===== config.mk =====
export PLATFORM = sky130hd
export DESIGN_NAME = led_serial_enc
export DESIGN_NICKNAME = d
export VERILOG_FILES = /design/src/rtl/led_serial_enc.sv
export SDC_FILE = /design/constraint.sdc
export NUM_CORES = 1
export LEC_CHECK = 0
export BUFFER_PORTS_ARGS = -buffer_cell sky130_fd_sc_hd__buf_2
export CAP_MARGIN = 10
export CELL_PAD_IN_SITES_DETAIL_PLACEMENT = 1
export CELL_PAD_IN_SITES_GLOBAL_PLACEMENT = 1
export CORE_UTILIZATION = 40
export DETAILED_ROUTE_END_ITERATION = 7
export GPL_TIMING_DRIVEN = 0
export HOLD_SLACK_MARGIN = 0.02
export MAX_ROUTING_LAYER = met4
export PLACE_DENSITY = 0.71
export SYNTH_ARGS = -nofsm -noshare
export SYNTH_HDL_FRONTEND = slang
export SYNTH_SLANG_ARGS = --single-unit

===== constraint.sdc =====
create_clock -name clk -period 4.6 [get_ports clk]
set_clock_uncertainty 0.15 [all_clocks]
set_input_delay 0.69 -clock clk [delete_from_list [all_inputs] [get_ports clk]]
set_output_delay 0.69 -clock clk [all_outputs]
set_load 0.02 [all_outputs]

===== src/rtl/led_serial_enc.sv =====
// Serial LED encoder: pulls words from an async FIFO read port and drives a
// single-wire SK6812/WS2812 style bitstream, MSB first. Supports in-band
// stream-reset commands, automatic frame termination and a one-word prefetch
// buffer so consecutive words are sent without a gap.
module led_serial_enc #(
    parameter int unsigned BITS_PER_WORD   = 32,
    parameter int unsigned T0H             = 16,
    parameter int unsigned T0L             = 74,
    parameter int unsigned T1H             = 45,
    parameter int unsigned T1L             = 45,
    parameter int unsigned RST_CLKS        = 7681,
    parameter int unsigned WORDS_PER_FRAME = 0,
    parameter int unsigned COUNTER_MAX     = 7800
) (
    input  logic                   clk,
    input  logic                   rst,
    input  logic                   in_rd_fifo_empty,
    input  logic [BITS_PER_WORD:0] in_rd_fifo_data,
    output logic                   out_rd_fifo_en,
    output logic                   out_sig,
    output logic                   out_busy,
    output logic                   out_underrun,
    output logic [15:0]            out_word_count
);

    localparam int unsigned CW = $clog2(COUNTER_MAX + 1);
    localparam int unsigned BW = (BITS_PER_WORD > 1) ? $clog2(BITS_PER_WORD) : 1;

    localparam logic [CW-1:0] T0H_END  = CW'(T0H - 1);
    localparam logic [CW-1:0] T0L_END  = CW'(T0L - 1);
    localparam logic [CW-1:0] T1H_END  = CW'(T1H - 1);
    localparam logic [CW-1:0] T1L_END  = CW'(T1L - 1);
    localparam logic [CW-1:0] RST_END  = CW'(RST_CLKS - 1);
    localparam logic [BW-1:0] LAST_IDX = BW'(BITS_PER_WORD - 1);
    localparam logic [15:0]   WPF      = 16'(WORDS_PER_FRAME);

    typedef enum logic [2:0] {
        StIdle,
        StFetch,
        StWait,
        StHigh,
        StLow,
        StRstLow
    } state_e;

    state_e                   state_q, state_d;
    logic [CW-1:0]            cnt_q, cnt_d;
    logic [BITS_PER_WORD-1:0] shift_q, shift_d;
    logic [BW-1:0]            bit_q, bit_d;
    logic [BITS_PER_WORD:0]   buf_q, buf_d;
    logic                     buf_valid_q, buf_valid_d;
    logic                     pf_req_q, pf_req_d;
    logic                     pf_cap_q, pf_cap_d;
    logic                     rd_en_q, rd_en_d;
    logic                     sig_q;
    logic                     busy_q;
    logic                     underrun_q, underrun_d;
    logic [15:0]              word_count_q, word_count_d;

    logic                     take_buf;
    logic [15:0]              wc_inc;
    logic                     cur_bit;
    logic [CW-1:0]            high_end;
    logic [CW-1:0]            low_end;
    logic                     underrun_armed;

    assign cur_bit  = shift_q[BITS_PER_WORD-1];
    assign high_end = cur_bit ? T1H_END : T0H_END;
    assign low_end  = cur_bit ? T1L_END : T0L_END;
    // A partial frame is only meaningful when frames have a fixed length.
    assign underrun_armed = (WORDS_PER_FRAME != 0) && (word_count_q != 16'd0) &&
                            (word_count_q < WPF);

    // Next-state, datapath and prefetch control.
    always_comb begin
        state_d      = state_q;
        cnt_d        = cnt_q;
        shift_d      = shift_q;
        bit_d        = bit_q;
        buf_d        = buf_q;
        buf_valid_d  = buf_valid_q;
        pf_req_d     = 1'b0;
        pf_cap_d     = pf_req_q;
        rd_en_d      = 1'b0;
        underrun_d   = 1'b0;
        word_count_d = word_count_q;
        take_buf     = 1'b0;
        wc_inc       = (word_count_q == 16'hFFFF) ? word_count_q : word_count_q + 16'd1;

        // Prefetched data is valid the clock after its read pulse.
        if (pf_cap_q) begin
            buf_d       = in_rd_fifo_data;
            buf_valid_d = 1'b1;
        end

        unique case (state_q)
            StIdle: begin
                cnt_d = '0;
                if (buf_valid_q) begin
                    take_buf = 1'b1;
                end else if (!pf_req_q && !pf_cap_q && !in_rd_fifo_empty) begin
                    state_d = StFetch;
                    rd_en_d = 1'b1;
                end else if (underrun_armed) begin
                    if (cnt_q == RST_END) begin
                        underrun_d   = 1'b1;
                        word_count_d = 16'd0;
                    end else begin
                        cnt_d = cnt_q + CW'(1);
                    end
                end
            end
            StFetch: begin
                state_d = StWait;
            end
            StWait: begin
                cnt_d = '0;
                if (in_rd_fifo_data[BITS_PER_WORD]) begin
                    state_d = StRstLow;
                end else begin
                    shift_d = in_rd_fifo_data[BITS_PER_WORD-1:0];
                    bit_d   = LAST_IDX;
                    state_d = StHigh;
                end
            end
            StHigh: begin
                if (cnt_q == high_end) begin
                    cnt_d   = '0;
                    state_d = StLow;
                end else begin
                    cnt_d = cnt_q + CW'(1);
                end
            end
            StLow: begin
                if (cnt_q == low_end) begin
                    cnt_d = '0;
                    if (bit_q != '0) begin
                        shift_d = shift_q << 1;
                        bit_d   = bit_q - BW'(1);
                        state_d = StHigh;
                    end else begin
                        word_count_d = wc_inc;
                        if ((WORDS_PER_FRAME != 0) && (wc_inc == WPF)) begin
                            state_d = StRstLow;
                        end else if (buf_valid_q) begin
                            take_buf = 1'b1;
                        end else begin
                            state_d = StIdle;
                        end
                    end
                end else begin
                    cnt_d = cnt_q + CW'(1);
                end
            end
            StRstLow: begin
                if (cnt_q == RST_END) begin
                    cnt_d        = '0;
                    word_count_d = 16'd0;
                    state_d      = StIdle;
                end else begin
                    cnt_d = cnt_q + CW'(1);
                end
            end
            default: begin
                state_d = StIdle;
            end
        endcase

        // Consume the prefetch buffer: a command goes straight to the reset low.
        if (take_buf) begin
            buf_valid_d = 1'b0;
            cnt_d       = '0;
            if (buf_q[BITS_PER_WORD]) begin
                state_d = StRstLow;
            end else begin
                shift_d = buf_q[BITS_PER_WORD-1:0];
                bit_d   = LAST_IDX;
                state_d = StHigh;
            end
        end

        // One outstanding prefetch at most; the buffer is never overwritten.
        if ((state_q == StHigh || state_q == StLow) && !buf_valid_q && !pf_req_q &&
            !pf_cap_q && !in_rd_fifo_empty) begin
            rd_en_d  = 1'b1;
            pf_req_d = 1'b1;
        end
    end

    // State and output registers; reset drops the line immediately.
    always_ff @(posedge clk or posedge rst) begin
        if (rst) begin
            state_q      <= StIdle;
            cnt_q        <= '0;
            shift_q      <= '0;
            bit_q        <= '0;
            buf_q        <= '0;
            buf_valid_q  <= 1'b0;
            pf_req_q     <= 1'b0;
            pf_cap_q     <= 1'b0;
            rd_en_q      <= 1'b0;
            sig_q        <= 1'b0;
            busy_q       <= 1'b0;
            underrun_q   <= 1'b0;
            word_count_q <= 16'd0;
        end else begin
            state_q      <= state_d;
            cnt_q        <= cnt_d;
            shift_q      <= shift_d;
            bit_q        <= bit_d;
            buf_q        <= buf_d;
            buf_valid_q  <= buf_valid_d;
            pf_req_q     <= pf_req_d;
            pf_cap_q     <= pf_cap_d;
            rd_en_q      <= rd_en_d;
            sig_q        <= (state_d == StHigh);
            busy_q       <= (state_d != StIdle);
            underrun_q   <= underrun_d;
            word_count_q <= word_count_d;
        end
    end

    assign out_rd_fifo_en = rd_en_q;
    assign out_sig        = sig_q;
    assign out_busy       = busy_q;
    assign out_underrun   = underrun_q;
    assign out_word_count = word_count_q;

endmodule


==> results by group, run 1 <==
Run status
  • Status: finished, final reports clean

Route
  • DRT Wirelength: 14800 um
  • Total number of vias: 4711
  • Drt first pass iters: 4
  • Via density per instance: 5.881
  • Routed length per placed instance: 18.48 um
  • Iter 0 DRT Violations: 282
  • Residual DRC: 0
  • Final ANT Viol Nets: 0

Floorplanning
  • CORE AREA: 13300 um2
  • Die area: 14140 um2
  • Die W: 118.9 um
  • Num rows: 42
  • Die Height: 118.9 um
  • Starting Density: 0.4113
  • Io pins: 56

Setup path
  • CP peak stage delay: 430 ps
  • Worst reg2reg endpoint: out_busy
  • CP Launch Type: flop
  • R2r setup slk: 1750 ps
  • CP top delay family: simple AND/OR/NAND/NOR gates
  • Crit-path most repeated cell: clkbuf_1
  • CP startpoint: bit_q[0]
  • Critical-path cell list: inv_1 > ha_1 > or4b_1 > clkbuf_1 > nor4_1 > a21oi_1 > buf_2 > clkbuf_1 > o31ai_1 > nand4_1
  • CP required: 4650 ps
  • Critical path fanouts, max: 10
  • Cell with the largest stage delay on the worst path: or4b_1
  • Crit Path Class: reg -> reg
  • Critical Path End Type: flop
  • R2R cell count: 10
  • Worst setup path end: out_busy
  • Reg-to-Reg Start: bit_q[0]
  • Crit path DAT: 2910 ps
  • CP Depth: 10
  • CP bufs+invs: 4

Clocking
  • CTS H-Tree Depth: 3
  • Clock Path Buffers: 2
  • Clock Latency Late Sink: 350 ps
  • Clk slew on worst S/H paths: 70 ps
  • TritonCTS clock tree: done
  • Post_cts resized: 0
  • Postcts setup bufs: 0
  • TritonCTS Buffers: 9
  • CTS sink count: 108
  • Post-CTS Hold Buffers: 0
  • Root Driver: clkbuf_16

Timing
  • RSZ-0062 raised after global routing: no
  • Worst-Margin Slew: 933.1 ps
  • Final WS setup: 1745 ps
  • Period minus WS final: roughly 2900 ps
  • Final setup fails: 0
  • Setup TNS: 0 ps
  • Max-slew headroom: 0.3732
  • Fin. Hold Viols: 0
  • Crit share post-route: 0.6206
  • Fmax: 350.3 MHz
  • Final Max Tran Viols: 0
  • Worst hold margin: 232.5 ps

Power and ir drop
  • Switch share: 0.3497
  • Psw: about 1.2 mW
  • P_leak: 2.665 nW
  • P per Cell Area: ~540 nW/um2
  • Seq pwr share: 0.442
  • Cell internal pwr: 2.202 mW
  • Power share of the combinational group: 0.319
  • Max IR drop VDD: 280.0 uV
  • Clock Power Share: 0.240

Cells and area
  • Multi-input gate area: around 2500 um2
  • ANT cells: 0
  • Final cell count without fillers: 801
  • Sequential standard cell area: 2703 um2
  • Synthesis-to-finish area growth: 15.17%
  • Fill cell count: 1529
  • Share of post-route cells with drive strength above 1: 0.2048
  • Layout Nets: 660
  • Final Util: 0.4737

Job
  • # Max-Cap Violations: 0

Global routing
  • Global-route wire length before repair: between 20000 and 30000 um
  • Initial antenna violation count: 0
  • Vias in the first global route: between 5000 and 6000
  • Largest net degree at the start of global routing: 63
  • GRT Total Usage: 0.2318
  • Grt total ovfl: 0

Yosys
  • Mapped Area: 5468 um2
  • Sequential fraction of the synthesis area: 0.4943
  • Asr flop ratio synth: 1.000
  • FF+latch count, synth: 108
  • Synthesized net count: 594
  • Synth Flop Type: dfrtp_1
  • Netlist cell types: 52
  • Synth warn: 0
  • Avg Cell Area, Syn: approximately 10 um2
  • EDFF count, synth: 0
  • Syn Inst Count: 554

Placed design
  • Placed Cells: a little under 800
  • Setup WS pre-CTS: 1727 ps
  • Port buffer count: 54
  • Detail Placement HPWL: 10330 um
  • GPL Wtd Cong: 0.7795

Min path
  • HP Class: reg -> reg
## registers in the layout (all words and copies together), names as in the netlist
register,flops
buf_q,33
shift_q,32
out_word_count,16
cnt_q,13
bit_q,5
state_q,3
buf_valid_q,1
out_busy,1
out_rd_fifo_en,1
out_sig,1
pf_cap_d,1
pf_cap_q,1
## how the worst min path moves through the flow
stage	start	endpoint	cells after the start
detailed placement	pf_cap_d	pf_cap_q	0
finish	pf_cap_d	pf_cap_q	0
global placement	pf_cap_d	pf_cap_q	0
floorplan	pf_cap_d	pf_cap_q	0
CTS	pf_cap_d	pf_cap_q	0
global route	pf_cap_d	pf_cap_q	0
## cell type report
cell class                 count  share of cell area
clock buffer                  12             0.04073
clock inverter                 4            0.008345
sequential                   108              0.4292
multi-input combinational    388              0.3992
timing repair buffer          55             0.04729
buffer                        49             0.03457
tap                          176             0.03497
inverter                       9            0.005762
## synthesized netlist by cell type, types with 4 or more instances
| library cell | n | area share |
|---|---|---|
| nor2_1 | 20 | 0.014 |
| a21oi_1 | 16 | 0.015 |
| o31ai_1 | 12 | 0.016 |
| or2_2 | 6 | 0.0069 |
| nand3_1 | 45 | 0.041 |
| nand2b_1 | 5 | 0.0057 |
| mux2_2 | 32 | 0.066 |
| dfrtp_1 | 108 | 0.49 |
| buf_1 | 4 | 0.0027 |
| inv_1 | 9 | 0.0062 |
| ha_1 | 4 | 0.0092 |
| a22oi_1 | 32 | 0.044 |
| and2_1 | 4 | 0.0046 |
| xnor2_1 | 4 | 0.0064 |
| o21ai_0 | 12 | 0.011 |
| nand2_1 | 39 | 0.027 |
| and3_1 | 5 | 0.0057 |
| clkbuf_1 | 31 | 0.021 |
| nor2b_1 | 5 | 0.0057 |
| nor3_1 | 39 | 0.036 |
| nand4_1 | 9 | 0.010 |
| buf_2 | 9 | 0.0082 |
| or4_1 | 11 | 0.015 |
| o22ai_1 | 9 | 0.010 |
| a31oi_1 | 33 | 0.038 |
| buf_4 | 4 | 0.0055 |
| nor4bb_1 | 5 | 0.0092 |
| nor4_1 | 4 | 0.0046 |
## metal layers
metal	vias up	GRT usage	routed length, um
met4	0	0.06408	138
met2	73	0.3776	7333
met3	13	0.04454	458
met1	2416	0.2951	6872
met5	-	-	0
li1	2209	-	-
## layout by cell type, fill, tap and decap left out, types with 12 or more instances in the layout
cell / n
o31ai_1: 12
o21ai_0: 12
mux2_2: 32
nand2_1: 39
clkbuf_1: 32
buf_2: 63
nor2_1: 20
nand3_1: 45
dfrtp_1: 108
a22oi_1: 32
a21oi_1: 16
a31oi_1: 33
nor3_1: 39
## metrics by stage
stage	power [mW]	area [um2]
3_3_place_gp	2.510	5958
6_report	3.386	6297
2_1_floorplan	2.243	5468
4_1_cts	3.417	6297
3_5_place_dp	2.591	5988
5_1_grt	3.611	6297
## cells by family (layout without fill, tap and decap cells)
kind of cell / Yosys count / in the layout / share of synthesized area
AOI/OAI and AO/OA: 127 / 127 / 0.1549
xor gates and xnor gates: 7 / 7 / 0.01121
adders and majority gates: 4 / 4 / 0.009154
buffers and inverters: 58 / 129 / 0.04599
DFF: 108 / 108 / 0.4943
muxes: 35 / 35 / 0.07140
other: 1 / 1 / 0.0006858
and+or+nand+nor: 214 / 214 / 0.2124
## power groups by stage
stage | Clock [mW] | Sequential (mW) | Combinational, mW
after floorplan | 0 | 1.45 | 0.790
after global placement | 0 | 1.49 | 1.02
after detailed placement | 0 | 1.51 | 1.08
after CTS | 0.831 | 1.49 | 1.09
after global routing | 0.871 | 1.53 | 1.21
final | 0.811 | 1.50 | 1.08
## worst reg2reg max path: stages (launching register included)
cell and delay, ps:
dfrtp_1 410, inv_1 70, ha_1 180, or4b_1 430
clkbuf_1 220, nor4_1 260, a21oi_1 120, buf_2 210
clkbuf_1 280, o31ai_1 210, nand4_1 170
Power figures use the tool's default switching activity.
==> run 2, diff against run 1 <==
--- a/config.mk
+++ b/config.mk
@@ -14,7 +14,7 @@
 export GPL_TIMING_DRIVEN = 0
 export HOLD_SLACK_MARGIN = 0.02
 export MAX_ROUTING_LAYER = met4
-export PLACE_DENSITY = 0.71
+export PLACE_DENSITY = 0.73
 export SYNTH_ARGS = -nofsm -noshare
 export SYNTH_HDL_FRONTEND = slang
 export SYNTH_SLANG_ARGS = --single-unit
==> constraint.sdc (replaced) <==
create_clock -name clk -period 2.4 [get_ports clk]
set_clock_uncertainty 0.15 [all_clocks]
set_input_delay 0.36 -clock clk [delete_from_list [all_inputs] [get_ports clk]]
set_output_delay 0.36 -clock clk [all_outputs]
set_load 0.02 [all_outputs]
==> run 2 against run 1 <==
First-iteration DRC count shrank 36%. Hold slack lost 140 ps. Critical path depth decreased by 2. Total power is 110% higher. Cell area rose by 10%. Sequential share of layout area is 3.9 points lower. Register-to-register slack worse by 1700 ps. Combinational power up 130%. Die area unchanged. Cell count up 1.5%. Routed wire length up 7.0%. Critical path type unchanged. Highest routed layer unchanged.
==> results by group, run 2 (synthesis gave the netlist of run 1 again) <==
Route
  • DRT Wirelength: 15840 um
  • Total number of vias: 4789
  • Routed length per placed instance: 19.49 um
  • Iter 0 DRT Violations: between 150 and 200
  • Residual DRC: 0
  • Drt first pass iters: 4
  • Via density per instance: 5.891
  • Final ANT Viol Nets: 0

Power and ir drop
  • P_leak: around 2.9 nW
  • Max IR drop VDD: 585.2 uV
  • P per Cell Area: 1004 nW/um2

Clocking
  • TritonCTS Buffers: 9
  • Clk slew on worst S/H paths: 80 ps
  • Clock Latency Late Sink: 360 ps
  • CTS sink count: 108
  • TritonCTS clock tree: done
  • CTS H-Tree Depth: 3
  • Root Driver: clkbuf_16
  • Clock Path Buffers: 2

Placed design
  • Detail Placement HPWL: 10450 um
  • Area after DPL: 6022 um2
  • Port buffer count: 54
  • Placed Cells: 787
  • GPL Wtd Cong: 0.7740

Setup path
  • Critical-path cell list: inv_1 > ha_1 > nor4bb_4 > a41oi_1 > a21boi_0 > buf_4 > o31ai_4 > nand4_1
  • Cell with the largest stage delay on the worst path: dfrtp_2
  • R2r setup slk: around 28 ps
  • CP Depth: 8
  • CP top delay family: compound AO/OA/AOI/OAI gates
  • Worst reg2reg endpoint: out_busy
  • Worst setup path end: out_busy
  • Reg-to-Reg Start: cnt_q[0]
  • Crit path DAT: 2430 ps
  • Critical Path End Type: flop
  • CP bufs+invs: 2
  • R2R cell count: 8
  • Critical path fanouts, max: 10
  • CP Launch Type: flop
  • CP required: 2460 ps
  • Crit Path Class: reg -> reg
  • CP peak stage delay: around 470 ps
  • CP startpoint: cnt_q[0]

Min path
  • HP Start: in_rd_fifo_data[27]
  • HP Class: in -> reg

Timing
  • Final Max Tran Viols: 0
  • Setup TNS: 0 ps
  • RSZ-0062 raised after global routing: yes
  • Period minus WS final: between 2000 and 2500 ps
  • Worst-Margin Slew: ~830 ps
  • Crit share post-route: 0.9881
  • Final setup fails: 0
  • Fmax: 421.7 MHz
  • Fin. Hold Viols: 0
  • Max-slew headroom: 0.4451

Global routing
  • GRT Total Usage: 0.2304
  • Vias in the first global route: around 5000
  • Grt total ovfl: 0
  • Initial antenna violation count: 0
  • Largest net degree at the start of global routing: 38
  • Global-route wire length before repair: 25390 um

Cells and area
  • Top reg by flops: buf_q
  • Synthesis-to-finish area growth: 26.82%
  • Flip-flop count of the largest register after layout: 33
  • Layout Nets: 672
  • Cell area after layout: 6934 um2
  • ANT cells: 0
  • Most common cell after layout, fill and taps aside: dfrtp_1
  • Most frequent cells in the layout: dfrtp_1 (103), buf_2 (56), nand3_1 (44)
  • Share of post-route cells with drive strength above 1: 0.3532
  • Final cell count without fillers: between 800 and 900

Floorplanning
  • CORE AREA: 13300 um2
  • Die Height: 118.9 um
  • Die W: between 100 and 150 um
  • Num rows: 42
  • Io pins: 56
  • Starting Density: 0.4113
  • Die area: 14140 um2

Job
  • # Max-Cap Violations: 0

Run status
  • Status: finished, final reports clean
==> run 2: cell count changes in the layout (fill, tap and decap cells not counted), sizes merged <==
cell,before,now
buf,73,89
clkbuf,43,37
clkinv,1,2
clkinvlp,0,1
dlygate4sd3,0,1
inv,11,10
==> run 2: cell type report <==
cell class                      instances  area [um2]
Buffer                                 47       329.1
Timing Repair Buffer                   69       422.9
Clock buffer                           11       242.7
Multi-Input combinational cell        388        2915
Tap cell                              176       220.2
Clock inverter                          5       57.56
Fill cell                            1501        6361
Sequential cell                       108        2709
Inverter                                9       37.54
==> run 2: metal layers <==
layer / track usage / share of wire / vias to the layer above / wire length (um)
li1: - / - / 2224 / -
met3: 0.03017 / 0.027 / 10 / 434
met1: 0.2939 / 0.45 / 2473 / 7072
met2: 0.3819 / 0.52 / 82 / 8184
met5: - / 0 / - / 0
met4: 0.07120 / 0.0097 / 0 / 153
==> run 2: worst reg2reg max path, delay by kind of cell, from the launching register on <==
kind / cells / cell delay, ps
flops: 1 / 470
simple gates: 2 / 480
buf+inv: 2 / 340
fa+ha+maj: 1 / 180
compound gates: 3 / 610
==> run 2: metrics by stage <==
stage | hold slack [ps] | setup WS (ps) | utilization | power, mW
global placement | 208.7 | -386.5 | 0.4484 | 4.805
floorplan | 195.6 | 51.54 | - | 4.300
detailed placement | 219.1 | -387.4 | 0.4529 | 4.958
global route | 93.51 | -92.48 | 0.5216 | 7.332
finish | 92.17 | 28.47 | 0.5216 | 6.964
CTS | 87.14 | -6.251 | 0.4876 | 6.623
==> run 2: worst min-delay path by stage <==
stage	cells after the start	slack [ps]	end
after floorplan	0	200	pf_cap_q
after global placement	0	210	pf_cap_q
after detailed placement	0	220	pf_cap_q
after CTS	2	90	buf_q[17]
after global routing	2	90	buf_q[18]
final	2	90	buf_q[27]
==> run 2: report_power, final <==
group | internal, mW | leakage [nW] | total [mW] | switching, mW
registers | 2.48 | 1.33 | 2.92 | 0.444
logic | 1.11 | 1.38 | 2.49 | 1.37
clock network | 0.844 | 0.150 | 1.55 | 0.711
total | 4.44 | 2.86 | 6.96 | 2.53
==> run 2: repair_timing <==
action	CTS	global route
hold buffers	1	0
buffers inserted	5	6
endpoints found under the setup margin	57	64
endpoints found under the hold margin	20	0
gates resized for setup	38	103
pin swaps	5	10
